===== config.mk =====
export PLATFORM = sky130hd
export DESIGN_NAME = dram_req_arbiter
export DESIGN_NICKNAME = d
export VERILOG_FILES = /design/src/rtl/dram_req_arbiter_pkg.sv /design/src/rtl/dram_req_arbiter_rr_arb2.sv /design/src/rtl/dram_req_arbiter.sv
export SDC_FILE = /design/constraint.sdc
export NUM_CORES = 1
export LEC_CHECK = 0
export ABC_AREA = 1
export ABC_CLOCK_PERIOD_IN_PS = 2150
export CAP_MARGIN = 5
export CORE_AREA = 2 2 219 221
export DETAILED_ROUTE_END_ITERATION = 10
export DIE_AREA = 0 0 221 223
export PLACE_DENSITY = 0.63
export SKIP_LAST_GASP = 1
export SYNTH_ARGS = -nofsm -noshare
export SYNTH_HDL_FRONTEND = slang
export SYNTH_SLANG_ARGS = --single-unit

===== constraint.sdc =====
create_clock -name clk -period 2.15 [get_ports clk]
set_input_delay 0.645 -clock clk [delete_from_list [all_inputs] [get_ports clk]]
set_output_delay 0.645 -clock clk [all_outputs]
set_load 0.03 [all_outputs]

===== src/rtl/dram_req_arbiter_pkg.sv =====
// dram_req_arbiter_pkg: shared widths, DRAM base address and FSM state encoding
package dram_req_arbiter_pkg;
  localparam int ADDR_W = 17;
  localparam int DATA_W = 64;
  localparam int NO_W = 8;
  localparam logic [ADDR_W-1:0] ADDR_BASE = 17'h10000;
  typedef enum logic [2:0] {S_IDLE, S_AR, S_R, S_AW, S_W, S_B, S_DONE} state_t;
endpackage


===== src/rtl/dram_req_arbiter_rr_arb2.sv =====
// rr_arb2: two-input round-robin arbiter; last == 1 means M2 was served last
module rr_arb2 (
  input  logic       clk,
  input  logic       rst_n,
  input  logic [1:0] req,
  input  logic       upd,
  input  logic       served,
  output logic       gnt
);
  logic last;
  always_ff @(posedge clk or negedge rst_n)
    if (!rst_n) last <= 1'b1;
    else if (upd) last <= served;
  assign gnt = &req ? ~last : req[1];
endmodule


===== src/rtl/dram_req_arbiter.sv =====
// dram_req_arbiter: shares one single-beat AXI4 DRAM port between two requesters
module dram_req_arbiter #(
  parameter int ADDR_W = dram_req_arbiter_pkg::ADDR_W,
  parameter int DATA_W = dram_req_arbiter_pkg::DATA_W,
  parameter int NO_W = dram_req_arbiter_pkg::NO_W,
  parameter logic [ADDR_W-1:0] ADDR_BASE = dram_req_arbiter_pkg::ADDR_BASE
) (
  input  logic              clk,
  input  logic              rst_n,
  input  logic              req1,
  input  logic              req2,
  input  logic              we1,
  input  logic              we2,
  input  logic [NO_W-1:0]   no1,
  input  logic [NO_W-1:0]   no2,
  input  logic [DATA_W-1:0] wdata1,
  input  logic [DATA_W-1:0] wdata2,
  input  logic              flush,
  output logic              done1,
  output logic              done2,
  output logic [DATA_W-1:0] rdata,
  output logic              AR_VALID,
  output logic [ADDR_W-1:0] AR_ADDR,
  output logic              R_READY,
  output logic              AW_VALID,
  output logic [ADDR_W-1:0] AW_ADDR,
  output logic              W_VALID,
  output logic [DATA_W-1:0] W_DATA,
  output logic              B_READY,
  input  logic              AR_READY,
  input  logic              R_VALID,
  input  logic [DATA_W-1:0] R_DATA,
  input  logic              AW_READY,
  input  logic              W_READY,
  input  logic              B_VALID
);
  import dram_req_arbiter_pkg::*;
  state_t state;
  logic owner, gnt, buf_v;
  logic [NO_W-1:0] cur_no, buf_tag, g_no;
  logic [DATA_W-1:0] cur_wd, buf_data;
  logic [ADDR_W-1:0] g_addr;
  assign g_no = gnt ? no2 : no1;
  assign g_addr = ADDR_BASE + (ADDR_W'(g_no) << 3);
  rr_arb2 u_arb (
    .clk    (clk),
    .rst_n  (rst_n),
    .req    ({req2, req1}),
    .upd    (state == S_DONE),
    .served (owner),
    .gnt    (gnt)
  );
  always_ff @(posedge clk or negedge rst_n)
    if (!rst_n) begin
      state    <= S_IDLE;
      owner    <= 1'b0;
      cur_no   <= '0;
      cur_wd   <= '0;
      buf_v    <= 1'b0;
      buf_tag  <= '0;
      buf_data <= '0;
      done1    <= 1'b0;
      done2    <= 1'b0;
      rdata    <= '0;
      AR_VALID <= 1'b0;
      AR_ADDR  <= '0;
      R_READY  <= 1'b0;
      AW_VALID <= 1'b0;
      AW_ADDR  <= '0;
      W_VALID  <= 1'b0;
      W_DATA   <= '0;
      B_READY  <= 1'b0;
    end else begin
      case (state)
        S_IDLE: if (req1 || req2) begin
          owner  <= gnt;
          cur_no <= g_no;
          cur_wd <= gnt ? wdata2 : wdata1;
          if (gnt ? we2 : we1) begin
            state    <= S_AW;
            AW_VALID <= 1'b1;
            AW_ADDR  <= g_addr;
          end else if (buf_v && buf_tag == g_no) begin
            state          <= S_DONE;
            rdata          <= buf_data;
            {done2, done1} <= gnt ? 2'b10 : 2'b01;
          end else begin
            state    <= S_AR;
            AR_VALID <= 1'b1;
            AR_ADDR  <= g_addr;
          end
        end
        S_AR: if (AR_READY) begin
          AR_VALID <= 1'b0;
          R_READY  <= 1'b1;
          state    <= S_R;
        end
        S_R: if (R_VALID) begin
          R_READY        <= 1'b0;
          rdata          <= R_DATA;
          buf_v          <= 1'b1;
          buf_tag        <= cur_no;
          buf_data       <= R_DATA;
          {done2, done1} <= owner ? 2'b10 : 2'b01;
          state          <= S_DONE;
        end
        S_AW: if (AW_READY) begin
          AW_VALID <= 1'b0;
          W_VALID  <= 1'b1;
          W_DATA   <= cur_wd;
          state    <= S_W;
        end
        S_W: if (W_READY) begin
          W_VALID <= 1'b0;
          B_READY <= 1'b1;
          state   <= S_B;
        end
        S_B: if (B_VALID) begin
          B_READY        <= 1'b0;
          rdata          <= '0;
          buf_v          <= 1'b1;
          buf_tag        <= cur_no;
          buf_data       <= cur_wd;
          {done2, done1} <= owner ? 2'b10 : 2'b01;
          state          <= S_DONE;
        end
        S_DONE: begin
          done1 <= 1'b0;
          done2 <= 1'b0;
          state <= S_IDLE;
        end
        default: state <= S_IDLE;
      endcase
      // a flush in the same cycle as a fill leaves the buffer invalid
      if (flush) buf_v <= 1'b0;
    end
endmodule


# After elaboration in Yosys (flattened, before gate mapping)
# Cells that the tools add are included.
op_classes:
  addsub: 1
  n_eq_ne: 19
  n_mux: 60
  n_bitwise: 3
  reduce_logical: 27
op_table:
  columns: ["operator", "count"]
  rows:
  - ["$mux W64", 7]
  - ["$pmux W64 S3", 1]
  - ["$pmux W64 S2", 1]
  - ["$mux W1", 28]
  - ["$mux W3", 8]
  - ["$mux W8", 3]
  - ["$ne A2 B2 Y1 const B", 10]
  - ["$pmux W3 S6", 1]
  - ["$reduce_and A3 Y1", 6]
  - ["$reduce_and A6 Y1", 3]
  - ["$add A17 B11 Y17 const A", 1]
  - ["$pmux W8 S2", 1]
  - ["$pmux W1 S2", 6]
  - ["$reduce_bool A2 Y1", 6]
  - ["$eq A3 B3 Y1 const B", 3]
  - ["$eq A8 B8 Y1", 1]
  - ["$pmux W1 S4", 2]
  - ["$reduce_and A4 Y1", 2]
  - ["$eq A3 B2 Y1 const B", 2]
  - ["$ne A3 B3 Y1 const B", 2]
  - ["$reduce_and A2 Y1", 3]
  - ["$reduce_bool A3 Y1", 2]
  - ["$reduce_and A5 Y1", 1]
  - ["$mux W2", 2]
  - ["other kinds (6)", 8]
word_totals:
  register_bits: 319
  out_inout_bits: 169
  word_cells: 129

# Depth between registers and ports, before layout
# Gate-level depths: netlist of the first run.
logic_depth:
  ltp_word: 9
  depth_mapped: 15
  ltp_nobuf: 14

# By module
# Synthesis of the first run repeated with hierarchy kept, for this count alone.
unflattened:
  cells_unflattened: 1735
  area_unflattened_um2: 14033.5
modules_own_cells:
  columns: ["mod", "instances", "cells_each", "area_each_um2", "seq_area_each_um2"]
  rows:
  - ["dram_req_arbiter", 1, 1728, 13979.7, 7557.2]
  - ["rr_arb2", 1, 7, 53.8, 26.3]

# Worst setup path after synthesis of the first run
# OpenSTA, ideal clock, no wires.
synth_path:
  kind: "input to register"
  start: "input port req1"
  end: "register rdata[0]"
  setup_time_ns: 0.118
  arrival_time_ns: 1.940
  path_slack_ns: 0.093
  stages: 11
  cell_sequence: "nand2_2 > nand2_4 > o21ai_1 > xor2_1 > nor2_1 > nand3_4 > nand2_4 > nand2_2 > buf_2 > nand2_1 > nand2_1"
synth_via:
  elab_chain_len: 7
  word_cells_on_any_way: 11
  classes_between: "eq/ne: 4; mux: 3; reduce/logical: 4"
synth_rtl:
  columns: ["element", "line", "text"]
  rows:
  - ["from (decl)", "dram_req_arbiter.sv:10", "input logic req1,"]
  - ["$reduce_and A2 Y1", "dram_req_arbiter_rr_arb2.sv:14", "assign gnt = &req ? ~last : req[1];"]
  - ["$mux W1", "dram_req_arbiter_rr_arb2.sv:14", null]
  - ["$mux W8", "dram_req_arbiter.sv:43", "assign g_no = gnt ? no2 : no1;"]
  - ["$eq A8 B8 Y1", "dram_req_arbiter.sv:83", "end else if (buf_v && buf_tag == g_no) begin"]
  - ["$logic_and A1 B1 Y1", "dram_req_arbiter.sv:83", null]
  - ["$ne A2 B2 Y1 (no line)", null, null]
  - ["$reduce_and A6 Y1 (no line) *", null, null]
  - ["to (signal assigned)", "dram_req_arbiter.sv:85", "rdata <= buf_data;"]
  - ["to (decl)", "dram_req_arbiter.sv:21", "output logic [DATA_W-1:0] rdata,"]
# Every way passes the cells marked *; elsewhere a longest branch is shown, timed or not.
# A chain may end at the register's enable or synchronous reset.

# Worst setup path after layout of the first run
layout_path:
  start: "register u_arb.last"
  end: "register rdata[62]"
layout_via:
  elab_chain_len: 7
  word_cells_on_any_way: 9
  classes_between: "eq/ne: 3; mux: 3; bitwise: 1; reduce/logical: 2"
layout_rtl:
  columns: ["element", "line", "text"]
  rows:
  - ["from (decl)", "dram_req_arbiter_rr_arb2.sv:10", "logic last;"]
  - ["from (signal assigned)", "dram_req_arbiter_rr_arb2.sv:13", "else if (upd) last <= served;"]
  - ["$not A1 Y1 *", "dram_req_arbiter_rr_arb2.sv:14", null]
  - ["$mux W1 *", "dram_req_arbiter_rr_arb2.sv:14", null]
  - ["$mux W8", "dram_req_arbiter.sv:43", null]
  - ["$eq A8 B8 Y1", "dram_req_arbiter.sv:83", null]
  - ["$logic_and A1 B1 Y1", "dram_req_arbiter.sv:83", null]
  - ["$ne A2 B2 Y1 (no line)", null, null]
  - ["$reduce_and A6 Y1 (no line) *", null, null]
# Marked as above.

==> results.sh, run 1 <==
export IMPL_global_route_wire_length_before_repair_um=72260
export IMPL_critical_path_max_stage_delay_ns=0.59
export IMPL_place_detailed_instances=2600
export IMPL_maxCapViolations=0
export IMPL_report_final_slew_viol_count=0
export IMPL_num_nets_final=2269
export IMPL_max_slew_margin_pct=48.97
export IMPL_floorplan_initialDensity_pct=29.43
export IMPL_critPathSlowestCell="sky130_fd_sc_hd__dfstp_2"
export IMPL_routedWlPerCell_um=18.14
export IMPL_number_of_instances_in_the_synthesized_netlist=1652
export IMPL_max_vdd_drop_v=0.0008409
export IMPL_synthesis_area_sq_um=13870
export IMPL_grt_total_usage_pct=18.44
export IMPL_grt_setup_unrepaired="yes"
export IMPL_fin_total_pwr_mw=32.09
export IMPL_h_tree_depth=2
export IMPL_fin_util_pct=43.06
export IMPL_timing_hold_ws_ns=0.05065
export IMPL_core_area_sq_um=47150
export IMPL_finalClockSkew_ns=0.01623
export IMPL_syn_to_final_growth_pct=46.33
export IMPL_die_width_um=221
export IMPL_drc_errors_left=0
export IMPL_powerDensity_nw_per_um2=1580
export IMPL_worst_setup_hold_path_clk_slew_ns=0.06
export IMPL_critPathLaunchType="register"
export IMPL_final_cell_area_sq_um=20300
export IMPL_antenna_left=0
export IMPL_detailedRoute_firstIterationViolations=844
export IMPL_num_vias=12860
export IMPL_post_route_period_util_pct=103.7
export IMPL_critical_path_buf_inv_count=3
export IMPL_mostFrequentLayoutCells="394 x sky130_fd_sc_hd__nand2_1, 301 x sky130_fd_sc_hd__dfrtp_1, 272 x sky130_fd_sc_hd__o21ai_0"
export IMPL_required_ns=2.63
export IMPL_failing_checks="negative setup slack"
export IMPL_full_die_area_sq_um=49280
export IMPL_postLayoutSetupSlackWorst_ns=-0.07955
export IMPL_clock_tree_root_cell="sky130_fd_sc_hd__clkbuf_16"
export IMPL_cts_sink_count=303
export IMPL_criticalPathCategory="register to register"
export IMPL_hold_path_class="input pin to async pin"
export IMPL_synth_seq_area_share_pct=54.66
export IMPL_arrival_ns=2.71
export IMPL_clk_latency_ns=0.53
export IMPL_crit_fanout=7
export IMPL_ios=389
export IMPL_cts_inserted_buffers=36
export IMPL_fraction_of_layout_instances_using_a_drive_strength_above_1_pct=11.68
export IMPL_pre_cts_ws_ns=-0.6418
export IMPL_cp_common_cell="sky130_fd_sc_hd__nand2_1"
export IMPL_hpwl_um=32130
export IMPL_gpl_final_weighted_congestion=0.8107
export IMPL_cts_tree="done"
export IMPL_cp_end_kind="register"
export IMPL_avgViaCountPerCell=4.783
export IMPL_dieHeight_um=223
export IMPL_pin_count_of_the_biggest_net_entering_global_routing=78
export IMPL_final_common_cell="sky130_fd_sc_hd__nand2_1"
export IMPL_run_status="complete, but fails checks"
export IMPL_synthDistinctLibCells=34
export IMPL_final_cells=2689
export IMPL_detail_route_first_pass_iterations=5
export IMPL_setup_tns_final_ns=-3.284
export IMPL_maximum_frequency_from_static_timing_analysis_mhz=448.5
export IMPL_hold_buffers=0
export IMPL_globalRouteOverflowTotal=0
export IMPL_place_area_sq_um=18610
export IMPL_cells_along_the_critical_path="nand2_4 > nand2_8 > buf_6 > nand2_2 > nand3_1 > nand2_1 > nor2_1 > nand2_1 > nor2_4 > nand3_4 > nand2_8 > buf_12 > clkbuf_16 > nand3_1 > nand2_1"
export IMPL_setup_violations=74
export IMPL_mean_post_synth_cell_area_sq_um=8.399
export IMPL_cts_buffer_depth=3
export IMPL_worst_slew_pin_slew_ns=0.7654
export IMPL_port_buffer_count=372
export IMPL_ys_warnings_count=0
export IMPL_layout_min_cycle_time_ns=2.230
export IMPL_hold_viol=0
export IMPL_timing_critical_path_max_delay_family="simple AND/OR/NAND/NOR gates"
export IMPL_antenna_found_initial=2
export IMPL_postSynthRegisterBits=303
export IMPL_wirelength_um=48780
export IMPL_std_cell_rows=80
export IMPL_power_static_leakage_nw=9.573
export IMPL_first_global_vias=12700
area by class of cell:
type / instances / area (sq um)
Clock buffer: 53 / 1046
Sequential cell: 303 / 7585
Inverter: 179 / 674.4
Fill cell: 4661 / 26840
Multi-Input combinational cell: 1056 / 5336
Clock inverter: 8 / 73.82
Antenna cell: 2 / 5.005
Timing Repair Buffer: 473 / 4812
Tap cell: 615 / 769.5
cells by family after synthesis:
group,share of synthesized area [%]
and+or+nand+nor,18.22
xor gates and xnor gates,0.1263
AOI/OAI and AO/OA,17.30
buffers and inverters,9.676
DFF,54.66
other,0.02703
worst paths after layout:
kind	startpoint	to	slack, ns	depth (start not counted)
setup reg to reg	u_arb.last$_DFFE_PN1P_	rdata[62]$_DFFE_PN0P_	-0.08	15
hold / removal	rst_n	W_DATA[15]$_DFFE_PN0P_	0.05	1
min in group clk	rdata[2]$_DFFE_PN0P_	rdata[2]$_DFFE_PN0P_	0.47	2
setup / recovery	u_arb.last$_DFFE_PN1P_	rdata[62]$_DFFE_PN0P_	-0.08	15
hold reg to reg	rdata[2]$_DFFE_PN0P_	rdata[2]$_DFFE_PN0P_	0.47	2
max in group asynchronous	rst_n	buf_data[29]$_DFFE_PN0P_	1.36	3
state kept, by name, summed over array words and instances, names as in the netlist, 3 cells and up:
signal and count:
W_DATA 64, buf_data 64, cur_wd 64, rdata 64, AR_ADDR 9, AW_ADDR 9, buf_tag 8, cur_no 8
state 3
cells in the mapped netlist (all sizes together):
library cell  instances  share of area (%)
clkbuf               65                1.8
o21ai               293                 11
dfstp                 1               0.19
nor4                  1              0.045
o211ai               64                3.5
buf                  64                3.1
nand3                90                3.7
xor2                  2               0.13
o22ai                66                3.0
nand2               423                 12
dfrtp               302                 54
or2                   2              0.090
nand4                 1              0.045
conb                  1              0.027
nor3                  1              0.036
o21a                  1              0.054
nor2                 91                2.7
a211oi                1              0.054
a31oi                 1              0.045
a21oi                 3               0.11
inv                 179                4.8
metal layers:
metal	track usage [%]	wire, um	vias to the layer above
met1	23.54	21650	6231
met2	29.94	22480	394
li1	-	-	6158
met4	7.015	1453	0
met3	4.886	3202	79
met5	0	0	-
report_power, final:
| group | total (mW) | switching (mW) | leakage, nW | internal, mW |
|---|---|---|---|---|
| sequential | 9.79 | 1.26 | 3.77 | 8.53 |
| clock | 5.88 | 2.40 | 0.545 | 3.48 |
| combinational | 16.4 | 10.7 | 5.26 | 5.75 |
| total | 32.1 | 14.3 | 9.57 | 17.8 |
what timing repair did:
action,in CTS,in global routing
resized for setup,157,86
endpoints found under the setup margin,217,110
pin swaps,0,23
buffers inserted,1,13
gates cloned,0,13
No activity file was read; power rests on OpenSTA's default activity.
==> run 2: changes to the inputs <==
- ABC_CLOCK_PERIOD_IN_PS: 2150 -> 1900
- GPL_TIMING_DRIVEN: not set -> 0
- PLACE_DENSITY: 0.63 -> 0.65
- clock period: 2.15 -> 1.9 ns (I/O delays scaled with it)
==> results.sh, run 2 (same netlist as run 1, synthesis figures left out) <==
export IMPL_worst_slew_pin_slew_ns=0.8343
export IMPL_reg2reg_from="u_arb.last$_DFFE_PN1P_"
export IMPL_crit_fanout=10
export IMPL_cts_inserted_buffers=37
export IMPL_h_tree_depth=2
export IMPL_cts_buffer_depth=3
export IMPL_gpl_final_weighted_congestion=0.8896
export IMPL_routedWlPerCell_um=19.18
export IMPL_run_status="complete, but fails checks"
export IMPL_clk_latency_ns=0.55
export IMPL_arrival_ns=2.73
export IMPL_core_area_sq_um=47150
export IMPL_die_width_um=221
export IMPL_first_global_vias=13360
export IMPL_worst_setup_hold_path_clk_slew_ns=0.06
export IMPL_antenna_left=0
export IMPL_power_switching_mw=16.88
export IMPL_setup_reg_to_reg_worst_slack_ns=-0.41
export IMPL_busiest_layer="met2"
export IMPL_critical_path_max_stage_delay_ns=0.61
export IMPL_full_die_area_sq_um=49280
export IMPL_cells_along_the_critical_path="nand2_8 > nand2_8 > buf_8 > buf_12 > o21ai_4 > xor2_1 > nor2_2 > nand3_4 > nand2_8 > nand2_8 > buf_6 > nand2_1 > nand2_1"
export IMPL_postLayoutSetupSlackWorst_ns=-0.4082
export IMPL_syn_to_final_growth_pct=55.03
export IMPL_fin_util_pct=45.62
export IMPL_avgViaCountPerCell=4.801
export IMPL_drc_errors_left=0
export IMPL_powerDensity_nw_per_um2=1822
export IMPL_report_final_slew_viol_count=0
export IMPL_setup_tns_final_ns=-29.69
export IMPL_max_slew_margin_pct=44.38
export IMPL_mostFrequentLayoutCells="398 x sky130_fd_sc_hd__nand2_1, 300 x sky130_fd_sc_hd__dfrtp_1, 232 x sky130_fd_sc_hd__o21ai_0"
export IMPL_clock_tree_root_cell="sky130_fd_sc_hd__clkbuf_16"
export IMPL_num_nets_final=2351
export IMPL_detailedRoute_firstIterationViolations=1050
export IMPL_detail_route_first_pass_iterations=7
export IMPL_global_route_usage_met3_pct=4.715
export IMPL_timing_hold_ws_ns=0.1061
export IMPL_ios=389
export IMPL_hold_path_class="input pin to async pin"
export IMPL_global_route_wire_length_before_repair_um=79850
export IMPL_critical_path_startpoint="u_arb.last$_DFFE_PN1P_"
export IMPL_fraction_of_layout_instances_using_a_drive_strength_above_1_pct=15.42
export IMPL_failing_checks="negative setup slack"
export IMPL_setup_worst_path_end="rdata[55]$_DFFE_PN0P_"
export IMPL_finalClockSkew_ns=0.01992
export IMPL_dieHeight_um=223
export IMPL_layout_min_cycle_time_ns=2.308
export IMPL_cts_sink_count=303
export IMPL_maximum_frequency_from_static_timing_analysis_mhz=433.2
export IMPL_globalRouteOverflowTotal=0
export IMPL_timing_rr_end="rdata[55]$_DFFE_PN0P_"
export IMPL_comb_power_share_pct=52.3
export IMPL_required_ns=2.32
export IMPL_pin_count_of_the_biggest_net_entering_global_routing=115
export IMPL_post_route_period_util_pct=121.5
export IMPL_cp_end_kind="register"
export IMPL_max_vdd_drop_v=0.0009204
export IMPL_clockPowerShare_pct=19.4
export IMPL_fin_total_pwr_mw=39.18
export IMPL_sw_frac_of_total_pct=43.09
export IMPL_critPathLaunchType="register"
export IMPL_grt_util_met1_pct=26.99
export IMPL_grt_total_usage_pct=20.87
export IMPL_cts_tree="done"
export IMPL_num_vias=13330
export IMPL_criticalPathCategory="register to register"
export IMPL_antenna_found_initial=1
export IMPL_critPathSlowestCell="sky130_fd_sc_hd__dfstp_2"
export IMPL_wirelength_um=53230
export IMPL_std_cell_rows=80
export IMPL_port_buffer_count=372
export IMPL_r2r_cells=13
export IMPL_hold_viol=0
export IMPL_final_common_cell="sky130_fd_sc_hd__nand2_1"
export IMPL_share_seq_of_total_power_pct=28.3
export IMPL_p_int_mw=22.30
export IMPL_maxCapViolations=0
export IMPL_power_static_leakage_nw=11.51
export IMPL_cp_common_cell="sky130_fd_sc_hd__nand2_8"
export IMPL_setup_violations=115
export IMPL_hold_buffers=0
export IMPL_hpwl_um=37880
export IMPL_floorplan_initialDensity_pct=29.43
export IMPL_use_met2_pct=35.30
export IMPL_grt_setup_unrepaired="yes"
[run 2: cell count changes in the layout (fill, tap and decap cells not counted), sizes merged, moves of 2 or more]
cell / previous run / this run
clkbuf: 61 / 116
dlymetal6s2s: 0 / 148
buf: 96 / 120
dlygate4sd2: 153 / 2
clkinv: 5 / 7
bufinv: 1 / 5
clkinvlp: 2 / 6
[run 2: routing by layer]
layer  routed length, um  share of wire (%)  vias up
met5                   0                  0        -
met4                1202                2.3        0
met3                3193                6.0       80
met2               25940                 49      410
met1               22900                 43     6487
li1                    -                  -     6351
[run 2: layout make-up]
cell class	count	area (sq um)
Fill cell	4489	25640
Sequential cell	303	7586
Multi-Input combinational cell	1056	5318
Timing Repair Buffer	430	4783
Clock buffer	49	1074
Buffer	124	1049
Tap cell	615	769.5
Inverter	179	688.2
Clock inverter	19	240.2
Antenna cell	1	2.502
[run 2: timing repair]
item                       4_1_cts  5_1_grt
pin swaps                       10       18
cloned                           4        6
resized for setup              119      373
setup endpoints to repair      455      436
buffers inserted                19       29
[run 2: power by group through the flow]
stage / Sequential, mW / Clock [mW] / Combinational (mW)
2_1_floorplan: 13.9 / 0 / 8.02
3_3_place_gp: 11.2 / 0 / 17.9
3_5_place_dp: 11.2 / 0 / 18.2
4_1_cts: 11.1 / 7.77 / 19.5
5_1_grt: 11.4 / 8.04 / 22.3
6_report: 11.1 / 7.61 / 20.5
[run 2: worst min-delay path by stage]
stage | start | to | slack [ns]
2_1_floorplan | rst_n | AR_ADDR[10]$_DFFE_PN0P_ | 0.27
3_3_place_gp | rdata[40]$_DFFE_PN0P_ | rdata[40]$_DFFE_PN0P_ | 0.46
3_5_place_dp | AR_ADDR[16]$_DFFE_PN0P_ | AR_ADDR[16]$_DFFE_PN0P_ | 0.46
4_1_cts | rst_n | rdata[63]$_DFFE_PN0P_ | 0.10
5_1_grt | rst_n | rdata[63]$_DFFE_PN0P_ | 0.16
6_report | rst_n | rdata[14]$_DFFE_PN0P_ | 0.11
[run 2: metrics by stage]
stage                     instances  instance area (sq um)  setup WS (ns)
after floorplan                1667                  14010       -0.03347
after global placement         2654                  18510         -13.00
after detailed placement       2656                  18570         -1.474
after CTS                      2746                  20420        -0.3885
after global routing           2776                  21510        -0.5101
final                          2776                  21510        -0.4082
[run 2: critical path: cells and delay by family, from the launching register on]
family | cells | cell delay (ns)
simple gates | 8 | 0.92
flops | 1 | 0.61
xor+xnor | 1 | 0.17
buf+inv | 3 | 0.42
compound gates | 1 | 0.06
